## src/rtl/pipe_stage_skid_pkg.sv

```systemverilog
`default_nettype none
// ============================================================================
//  Module   : pipe_stage_skid_pkg
//  Purpose  : Shared pipeline-register constants (NOP bubble, channel indices)
//             and the main-register source select encoding.
//  Revision : 1.0  initial release
// ============================================================================
package pipe_stage_skid_pkg;

    localparam int          DEF_DATA_W = 16;
    localparam logic [15:0] NOP_BUBBLE = 16'h0000;
    localparam int          CH_NEXTPC  = 0;
    localparam int          CH_INSTR   = 1;

    // Where the main register takes its next contents from on a given edge.
    typedef enum logic [1:0] {
        SRC_HOLD  = 2'd0,
        SRC_SKID  = 2'd1,
        SRC_INPUT = 2'd2,
        SRC_EMPTY = 2'd3
    } m_src_e;

endpackage
`default_nettype wire

```

## src/rtl/pipe_stage_skid_slot.sv

```systemverilog
`default_nettype none
// ============================================================================
//  Module   : pipe_slot
//  Purpose  : One valid bit plus a payload register with load enable and
//             asynchronous active-low clear.
//  Revision : 1.0  initial release
// ============================================================================
module pipe_slot #(
    parameter int W = 32
) (
    input  logic         clk,
    input  logic         rst,
    input  logic         valid_d,
    input  logic         load,
    input  logic [W-1:0] data_d,
    output logic         valid_q,
    output logic [W-1:0] data_q
);

    // Payload only toggles on an actual load so an idle stage stays quiet.
    always_ff @(posedge clk or negedge rst) begin
        if (!rst) begin
            valid_q <= 1'b0;
            data_q  <= '0;
        end else begin
            valid_q <= valid_d;
            if (load) begin
                data_q <= data_d;
            end
        end
    end

endmodule
`default_nettype wire

```

## src/rtl/pipe_stage_skid.sv

```systemverilog
`default_nettype none
// ============================================================================
//  Module   : pipe_stage_skid
//  Purpose  : Parametrised valid/ready pipeline register with optional skid
//             slot, synchronous flush and saturating dropped-beat counter.
//  Revision : 1.0  initial release
// ============================================================================
module pipe_stage_skid
    import pipe_stage_skid_pkg::*;
#(
    parameter int                DATA_W = DEF_DATA_W,
    parameter int                NCH    = 2,
    parameter bit                SKID   = 1'b1,
    parameter logic [DATA_W-1:0] BUBBLE = DATA_W'(NOP_BUBBLE),
    parameter int                CNT_W  = 8
) (
    input  logic                  clk,
    input  logic                  rst,
    input  logic                  flush,
    input  logic                  in_valid,
    output logic                  in_ready,
    input  logic [NCH*DATA_W-1:0] in_data,
    output logic                  out_valid,
    input  logic                  out_ready,
    output logic [NCH*DATA_W-1:0] out_data,
    output logic                  out_flushed,
    output logic [CNT_W-1:0]      drop_cnt
);

    localparam int               FW      = NCH * DATA_W;
    localparam int               SUM_W   = CNT_W + 2;
    localparam logic [CNT_W-1:0] CNT_MAX = {CNT_W{1'b1}};

    logic          m_valid;
    logic [FW-1:0] m_data;
    logic          s_valid;
    logic [FW-1:0] s_data;

    logic          in_fire;
    logic          out_fire;
    m_src_e        m_src;
    logic          m_valid_d;
    logic          m_load;
    logic [FW-1:0] m_data_d;

    logic [1:0]       drop_inc;
    logic [SUM_W-1:0] drop_sum;

    assign in_fire   = in_valid & in_ready;
    assign out_fire  = m_valid & out_ready;
    assign out_valid = m_valid;
    assign out_data  = m_valid ? m_data : {NCH{BUBBLE}};

    // The skid slot, when occupied, always refills the main register first so
    // beat order is preserved; the input can only be taken when it is empty.
    always_comb begin
        m_src = SRC_HOLD;
        if (flush) begin
            m_src = SRC_EMPTY;
        end else if (!m_valid || out_fire) begin
            if (s_valid) begin
                m_src = SRC_SKID;
            end else if (in_fire) begin
                m_src = SRC_INPUT;
            end else begin
                m_src = SRC_EMPTY;
            end
        end
    end

    always_comb begin
        m_load    = (m_src == SRC_SKID) || (m_src == SRC_INPUT);
        m_valid_d = (m_src == SRC_HOLD) ? m_valid : m_load;
        m_data_d  = (m_src == SRC_SKID) ? s_data : in_data;
    end

    pipe_slot #(.W(FW)) u_main (
        .clk     (clk),
        .rst     (rst),
        .valid_d (m_valid_d),
        .load    (m_load),
        .data_d  (m_data_d),
        .valid_q (m_valid),
        .data_q  (m_data)
    );

    generate
        if (SKID) begin : g_skid
            logic s_load;
            logic s_valid_d;

            // Input lands in the skid slot only while the main register stalls.
            always_comb begin
                s_load    = !flush && m_valid && !out_fire && in_fire;
                s_valid_d = s_valid;
                if (flush) begin
                    s_valid_d = 1'b0;
                end else if (s_load) begin
                    s_valid_d = 1'b1;
                end else if (m_src == SRC_SKID) begin
                    s_valid_d = 1'b0;
                end
            end

            pipe_slot #(.W(FW)) u_skid (
                .clk     (clk),
                .rst     (rst),
                .valid_d (s_valid_d),
                .load    (s_load),
                .data_d  (in_data),
                .valid_q (s_valid),
                .data_q  (s_data)
            );

            assign in_ready = ~s_valid;
        end else begin : g_no_skid
            assign s_valid  = 1'b0;
            assign s_data   = '0;
            assign in_ready = ~m_valid | out_ready;
        end
    endgenerate

    // Beats lost to a flush: a stalled main beat, a skid beat, and the input beat.
    always_comb begin
        drop_inc = {1'b0, m_valid & ~out_fire} + {1'b0, s_valid} + {1'b0, in_fire};
        drop_sum = SUM_W'(drop_cnt) + SUM_W'(drop_inc);
    end

    always_ff @(posedge clk or negedge rst) begin
        if (!rst) begin
            out_flushed <= 1'b0;
            drop_cnt    <= '0;
        end else begin
            if (flush) begin
                out_flushed <= 1'b1;
                drop_cnt    <= (drop_sum > SUM_W'(CNT_MAX)) ? CNT_MAX : drop_sum[CNT_W-1:0];
            end else if (m_load) begin
                out_flushed <= 1'b0;
            end
        end
    end

endmodule
`default_nettype wire
```

## config.mk

```make
export PLATFORM = sky130hd
export DESIGN_NAME = pipe_stage_skid
export DESIGN_NICKNAME = d
export VERILOG_FILES = /design/src/rtl/pipe_stage_skid_pkg.sv /design/src/rtl/pipe_stage_skid_slot.sv /design/src/rtl/pipe_stage_skid.sv
export SDC_FILE = /design/constraint.sdc
export NUM_CORES = 1
export LEC_CHECK = 0
export ABC_AREA = 1
export BUFFER_PORTS_ARGS = -buffer_cell sky130_fd_sc_hd__buf_2
export CORE_MARGIN = 8
export CORE_UTILIZATION = 40
export CTS_CLUSTER_DIAMETER = 100
export DETAILED_ROUTE_END_ITERATION = 8
export PLACE_DENSITY_LB_ADDON = 0.2
export SYNTH_ARGS = -nofsm -noshare
export SYNTH_HDL_FRONTEND = slang
export SYNTH_HIERARCHICAL = 1
export SYNTH_SLANG_ARGS = --single-unit
```

## constraint.sdc

```tcl
create_clock -name clk -period 2.51 [get_ports clk]
set_input_delay 0.3765 -clock clk [delete_from_list [all_inputs] [get_ports clk]]
set_output_delay 0.3765 -clock clk [all_outputs]
set_load 0.05 [all_outputs]
```

# [Word level (Yosys, flattened, before mapping)]
# Index checks and enable logic that the tools add are counted.
[totals] input_bits=37 word_cells=40 register_bits=75 out_inout_bits=43
[op_classes] n_lt_le_gt_ge=1 eq_ne=2 addsub=3 reduce_logical=11 mux=12 bitwise=5
[ops] op="$mux W32" n=2
[ops] op="$add A8 B2 Y9" n=1
[ops] op="$gt A9 B8 Y1 const B" n=1
[ops] op="$mux W8" n=1
[ops] op="$mux W1" n=6
[ops] op="$mux W2" n=3
[ops] op="$and A1 B1 Y1" n=3
[ops] op="$logic_and A1 B1 Y1" n=3
[ops] op="$logic_not A1 Y1" n=3
[ops] op="$reduce_bool A3 Y1" n=1
[ops] op="$add A1 B1 Y2" n=1
[ops] op="$add A2 B1 Y2" n=1
[ops] op="$eq A2 B1 Y1 const B" n=1
[ops] op="$eq A2 B2 Y1 const B" n=1
[ops] op="$logic_not A2 Y1" n=1
[ops] op="$logic_or A1 B1 Y1" n=2
[ops] op="$not A1 Y1" n=2
[ops] op="$reduce_bool A2 Y1" n=1

# [Longest topological paths before layout]
[depth] word_depth=10 mapped_depth=16 depth_no_buf=15

# [Cells and area by module]
# The synthesis kept the hierarchy.
[modules_own_cells] module="pipe_slot" area_per_inst_um2=1317.5 cells_each=137 instances=2 seq_area_each_um2=825.8
[modules_own_cells] module="pipe_stage_skid" area_per_inst_um2=1450.1 cells_each=199 instances=1 seq_area_each_um2=225.2

# [Worst setup path before layout]
# No wires, ideal clock.
[synth_timing] path_type="register to register" startpoint="reg u_main.valid_q" endpoint="reg drop_cnt[6]" setup_time_ns=0.126 stages_incl_launch_ff=16 n_path_buf=1 period_less_slack_ns=2.706 required_time_ns=2.384 arrival_ns=2.580 path_slack_ns=-0.196 path_cell_list="dfrtp_1 buf_2 inv_1 nor2_2 inv_1 fa_1 inv_1 ha_1 inv_1 fa_1 inv_1 nand2_2 nor2_4 nand3_1 nand2_1 nand3_1"
[synth_between] elab_chain_cells=8
[synth_rtl] element="start, declared" line="pipe_stage_skid_slot.sv:16" source="output logic valid_q,"
[synth_rtl] element="start signal, assigned" line="pipe_stage_skid_slot.sv:26" source="valid_q <= valid_d;"
[synth_rtl] element="$and A1 B1 Y1" line="pipe_stage_skid.sv:50" source="assign out_fire = m_valid & out_ready;"
[synth_rtl] element="$not A1 Y1" line="pipe_stage_skid.sv:125" source="drop_inc = {1'b0, m_valid & ~out_fire} + {1'b0, s_valid} + {1'b0, in_fire};"
[synth_rtl] element="$and A1 B1 Y1 *" line="pipe_stage_skid.sv:125"
[synth_rtl] element="$add A1 B1 Y2 *" line="pipe_stage_skid.sv:125"
[synth_rtl] element="$add A2 B1 Y2 *" line="pipe_stage_skid.sv:125"
[synth_rtl] element="$add A8 B2 Y9 *" line="pipe_stage_skid.sv:126" source="drop_sum = SUM_W'(drop_cnt) + SUM_W'(drop_inc);"
[synth_rtl] element="$gt A9 B8 Y1" line="pipe_stage_skid.sv:136" source="drop_cnt <= (drop_sum > SUM_W'(CNT_MAX)) ? CNT_MAX : drop_sum[CNT_W-1:0];"
[synth_rtl] element="$mux W8 *" line="pipe_stage_skid.sv:136"
[synth_rtl] element="end signal, assigned" line="pipe_stage_skid.sv:136"
[synth_rtl] element="end, declared" line="pipe_stage_skid.sv:27" source="output logic [CNT_W-1:0] drop_cnt"
# Every way passes the cells marked *; elsewhere a longest branch is shown, timed or not.
# A chain may end at the register's enable or synchronous reset.

# [Worst setup path after layout]
[layout_timing] startpoint="reg u_main.valid_q" endpoint="reg drop_cnt[0]"
# The elaborated chain is that of the path after synthesis.

==> flow_metrics.py <==
metrics = {
    "cts": {
        "cts_setup_buffers": 0,
        "path_clk_slew_ns": 0.08,
        "cts_root_buffer_type": "sky130_fd_sc_hd__clkbuf_8",
        "cts-buffers-inserted": 9,
        "clock-sinks": 75,
        "cts-root-to-sink-buffers": 2,
        "ctsHoldBuffers": 0,
        "cts_repair_resize_count": 0,
        "ctsHtreeMaxLevel": 3,
        "clk_latency_ns": 0.34,
        "cts_tree": "yes",
    },
    "routing": {
        "wirelength_um": 9079,
        "vias_per_cell": 4.401,
        "drt-initial-drc-count": 96,
        "routed_wire_length_per_instance_um": 13.18,
        "vias": 3032,
        "count_of_nets_left_with_antenna_violations_after_detail_routing": 0,
        "dr.pass1.iters": 4,
        "drt_drc_violations_left": 0,
    },
    "die": {
        "die_h_um": 117.1,
        "area_enclosed_by_the_die_boundary_mm2": 0.01370,
        "number_of_rows_created_at_floorplan": 37,
        "die_width_um": 117.1,
        "core_area_mm2": 0.01014,
        "pin_count": 80,
        "initial_utilization": 0.4029,
    },
    "power_and_ir_drop": {
        "p_int_mw": 2.847,
        "power_switching_mw": 2.041,
        "power-per-cell-area_mw_per_mm2": 1041,
        "p_clk_frac": 0.208,
        "post-layout-total-power_mw": 4.889,
        "seqPwrFrac": 0.406,
        "power.share.combinational": 0.385,
        "netSwitchingFraction": 0.4176,
        "static-leakage-power_nw": 2.821,
        "max-vdd-ir-drop_mv": 0.6265,
    },
    "placed_design": {
        "placement.cell_area_mm2": 0.004477,
        "portBuffers": 79,
        "place.detailed.hpwl_um": 6156,
        "post-place-cells": 673,
        "place_worst_setup_slack_ns": 0.09917,
        "globalplace.congestion": 0.7736,
    },
    "status": {
        "status": "finished, final reports clean",
    },
    "sta": {
        "rsz0062_at_grt": "false",
        "setup_viol": 0,
        "setup_total_negative_slack_ns": 0,
        "skew_ns": 0.009284,
        "postLayoutSetupSlackWorst_ns": 0.1910,
        "max_slew_margin": 0.5011,
        "final-hold-violation-count": 0,
        "tightest_slew_ns": 0.7483,
        "period_minus_slack_ns": 2.319,
        "min_period_over_period": 0.9239,
        "max_freq_mhz": 431.2,
        "final-max-slew-violation-count": 0,
    },
    "logic_synthesis": {
        "synthesis.area_mm2": 0.004085,
        "netlist-cell-type-count": 24,
        "syn_inst": 473,
        "synth_edf_count": 0,
        "asyncSetResetFlopFracSynth": 1.000,
        "ys.flop_type": "sky130_fd_sc_hd__dfrtp_1",
        "ffs_latches_synth": 75,
        "synth.yosys.seq_area_share": 0.4594,
        "ys_warn_count": 6,
        "synth_nets": 516,
        "synthesized_area_per_cell_um2": 8.637,
    },
    "setup_path": {
        "data_arrival_critical_path_ns": 2.57,
        "timing.critical_path.required_ns": 2.76,
        "crit_path_max_fanout": 6,
        "r2r_cells": 13,
        "setup.worst_path.start_class": "register",
        "path_class": "reg -> reg",
        "worst_setup_path_end_kind": "register",
    },
    "global_route": {
        "grt_antenna_before_repair": 1,
        "global_route.usage.total": 0.1437,
        "number_of_global_route_vias_before_repair": 3152,
        "largest_net_degree_at_the_start_of_global_routing": 57,
        "total_overflow_reported_by_the_global_router": 0,
        "grt_pass1_wl_um": 15210,
    },
    "flow_run": {
        "max_cap_violation_count": 0,
    },
    "hold_path": {
        "timing.hold.worst.class": "in -> async",
    },
    "final_layout": {
        "area_delta_synth_final_pct": 14.92,
        "drive_above_1_share": 0.3025,
        "final_nets": 591,
        "final_area_mm2": 0.004695,
        "post_layout_nonfiller_instances": 689,
    },
}
## cells in the final DEF (no fill, tap or decap), drive strengths merged
cell,Yosys,layout
or2,1,1
clkbuf,6,10
nand4,2,2
buf,17,87
mux2,32,32
clkinvlp,0,1
o21ai,7,7
nand3,11,11
inv,58,58
nor3,2,2
clkinv,0,2
nand2,250,250
fa,2,2
bufinv,0,2
ha,4,4
diode,0,1
o211ai,1,1
dfrtp,75,75
nor2,5,5
## layout make-up
cell class / count / area, µm²
Timing Repair Buffer: 87 / 470.5
Inverter: 58 / 232.7
Clock buffer: 10 / 137.6
Antenna cell: 1 / 2.502
Tap cell: 136 / 170.2
Multi-Input combinational cell: 317 / 1725
Clock inverter: 5 / 77.57
Fill cell: 1014 / 5444
Sequential cell: 75 / 1878
## path summary, 6_finish.rpt
check	start	to	slack, ns
setup / recovery	u_main/valid_q$_DFF_PN0_	drop_cnt[0]$_DFFE_PN0P_	0.19
hold / removal	rst	u_main/data_q[12]$_DFFE_PN0P_	0.10
setup reg to reg	u_main/valid_q$_DFF_PN0_	drop_cnt[0]$_DFFE_PN0P_	0.19
hold reg to reg	g_skid.u_skid/data_q[31]$_DFFE_PN0P_	g_skid.u_skid/data_q[31]$_DFFE_PN0P_	0.47
max in group asynchronous	rst	g_skid.u_skid/data_q[11]$_DFFE_PN0P_	1.75
min in group clk	in_data[26]	g_skid.u_skid/data_q[26]$_DFFE_PN0P_	0.25
## through the flow
step	util	hold slack, ns
2_1_floorplan	-	0.08091
3_3_place_gp	0.4416	0.4495
3_5_place_dp	0.4416	0.4586
4_1_cts	0.4628	0.1193
5_1_grt	0.4628	0.1515
6_report	0.4630	0.1010
## sequential cells by signal (all words and copies together), names as in the netlist
signal	flops
g_skid.u_skid/data_q	32
u_main/data_q	32
drop_cnt	8
g_skid.u_skid/valid_q	1
out_flushed	1
u_main/valid_q	1
## logic make-up after synthesis
group	Yosys count	synth area share
AOI/OAI and AO/OA	8	0.01041
adders and majority gates	6	0.02205
buffers and inverters	81	0.1213
DFF	75	0.4594
muxes	32	0.1149
and+or+nand+nor	271	0.2720
## layer usage
metal / track usage / part of all wire
met5: 0 / 0
met4: 0.05887 / 0.014
met3: 0.03027 / 0.060
met2: 0.2421 / 0.47
met1: 0.1756 / 0.45
## cells in the mapped netlist, drive strengths merged (2+ instances only)
cell / count / area share
nand2: 250 / 0.24
dfrtp: 75 / 0.46
inv: 58 / 0.057
mux2: 32 / 0.11
buf: 17 / 0.044
nand3: 11 / 0.015
o21ai: 7 / 0.0086
clkbuf: 6 / 0.020
nor2: 5 / 0.0077
ha: 4 / 0.012
fa: 2 / 0.0098
nand4: 2 / 0.0031
nor3: 2 / 0.0025
## worst max-delay path, cell delays in order (launching register included)
cell and delay (ns):
sky130_fd_sc_hd__dfrtp_2 0.36, sky130_fd_sc_hd__inv_1 0.04, sky130_fd_sc_hd__nor2_2 0.14, sky130_fd_sc_hd__inv_1 0.08, sky130_fd_sc_hd__fa_1 0.42, sky130_fd_sc_hd__inv_1 0.07, sky130_fd_sc_hd__ha_2 0.20, sky130_fd_sc_hd__inv_2 0.04
sky130_fd_sc_hd__fa_2 0.33, sky130_fd_sc_hd__inv_2 0.08, sky130_fd_sc_hd__nand2_4 0.06, sky130_fd_sc_hd__nor2_4 0.15, sky130_fd_sc_hd__nand3_2 0.15, sky130_fd_sc_hd__o211ai_1 0.13
## power groups by stage
stage                     Sequential, mW  Clock, mW  Combinational, mW
after global placement              1.99          0               1.87
after detailed placement            2.01          0               1.92
after CTS                           1.99       1.07               1.92
final                               1.99       1.02               1.88
after floorplan                     2.16          0               1.35
after global routing                2.05       1.11               2.09
(Power assumes the default switching activity.)
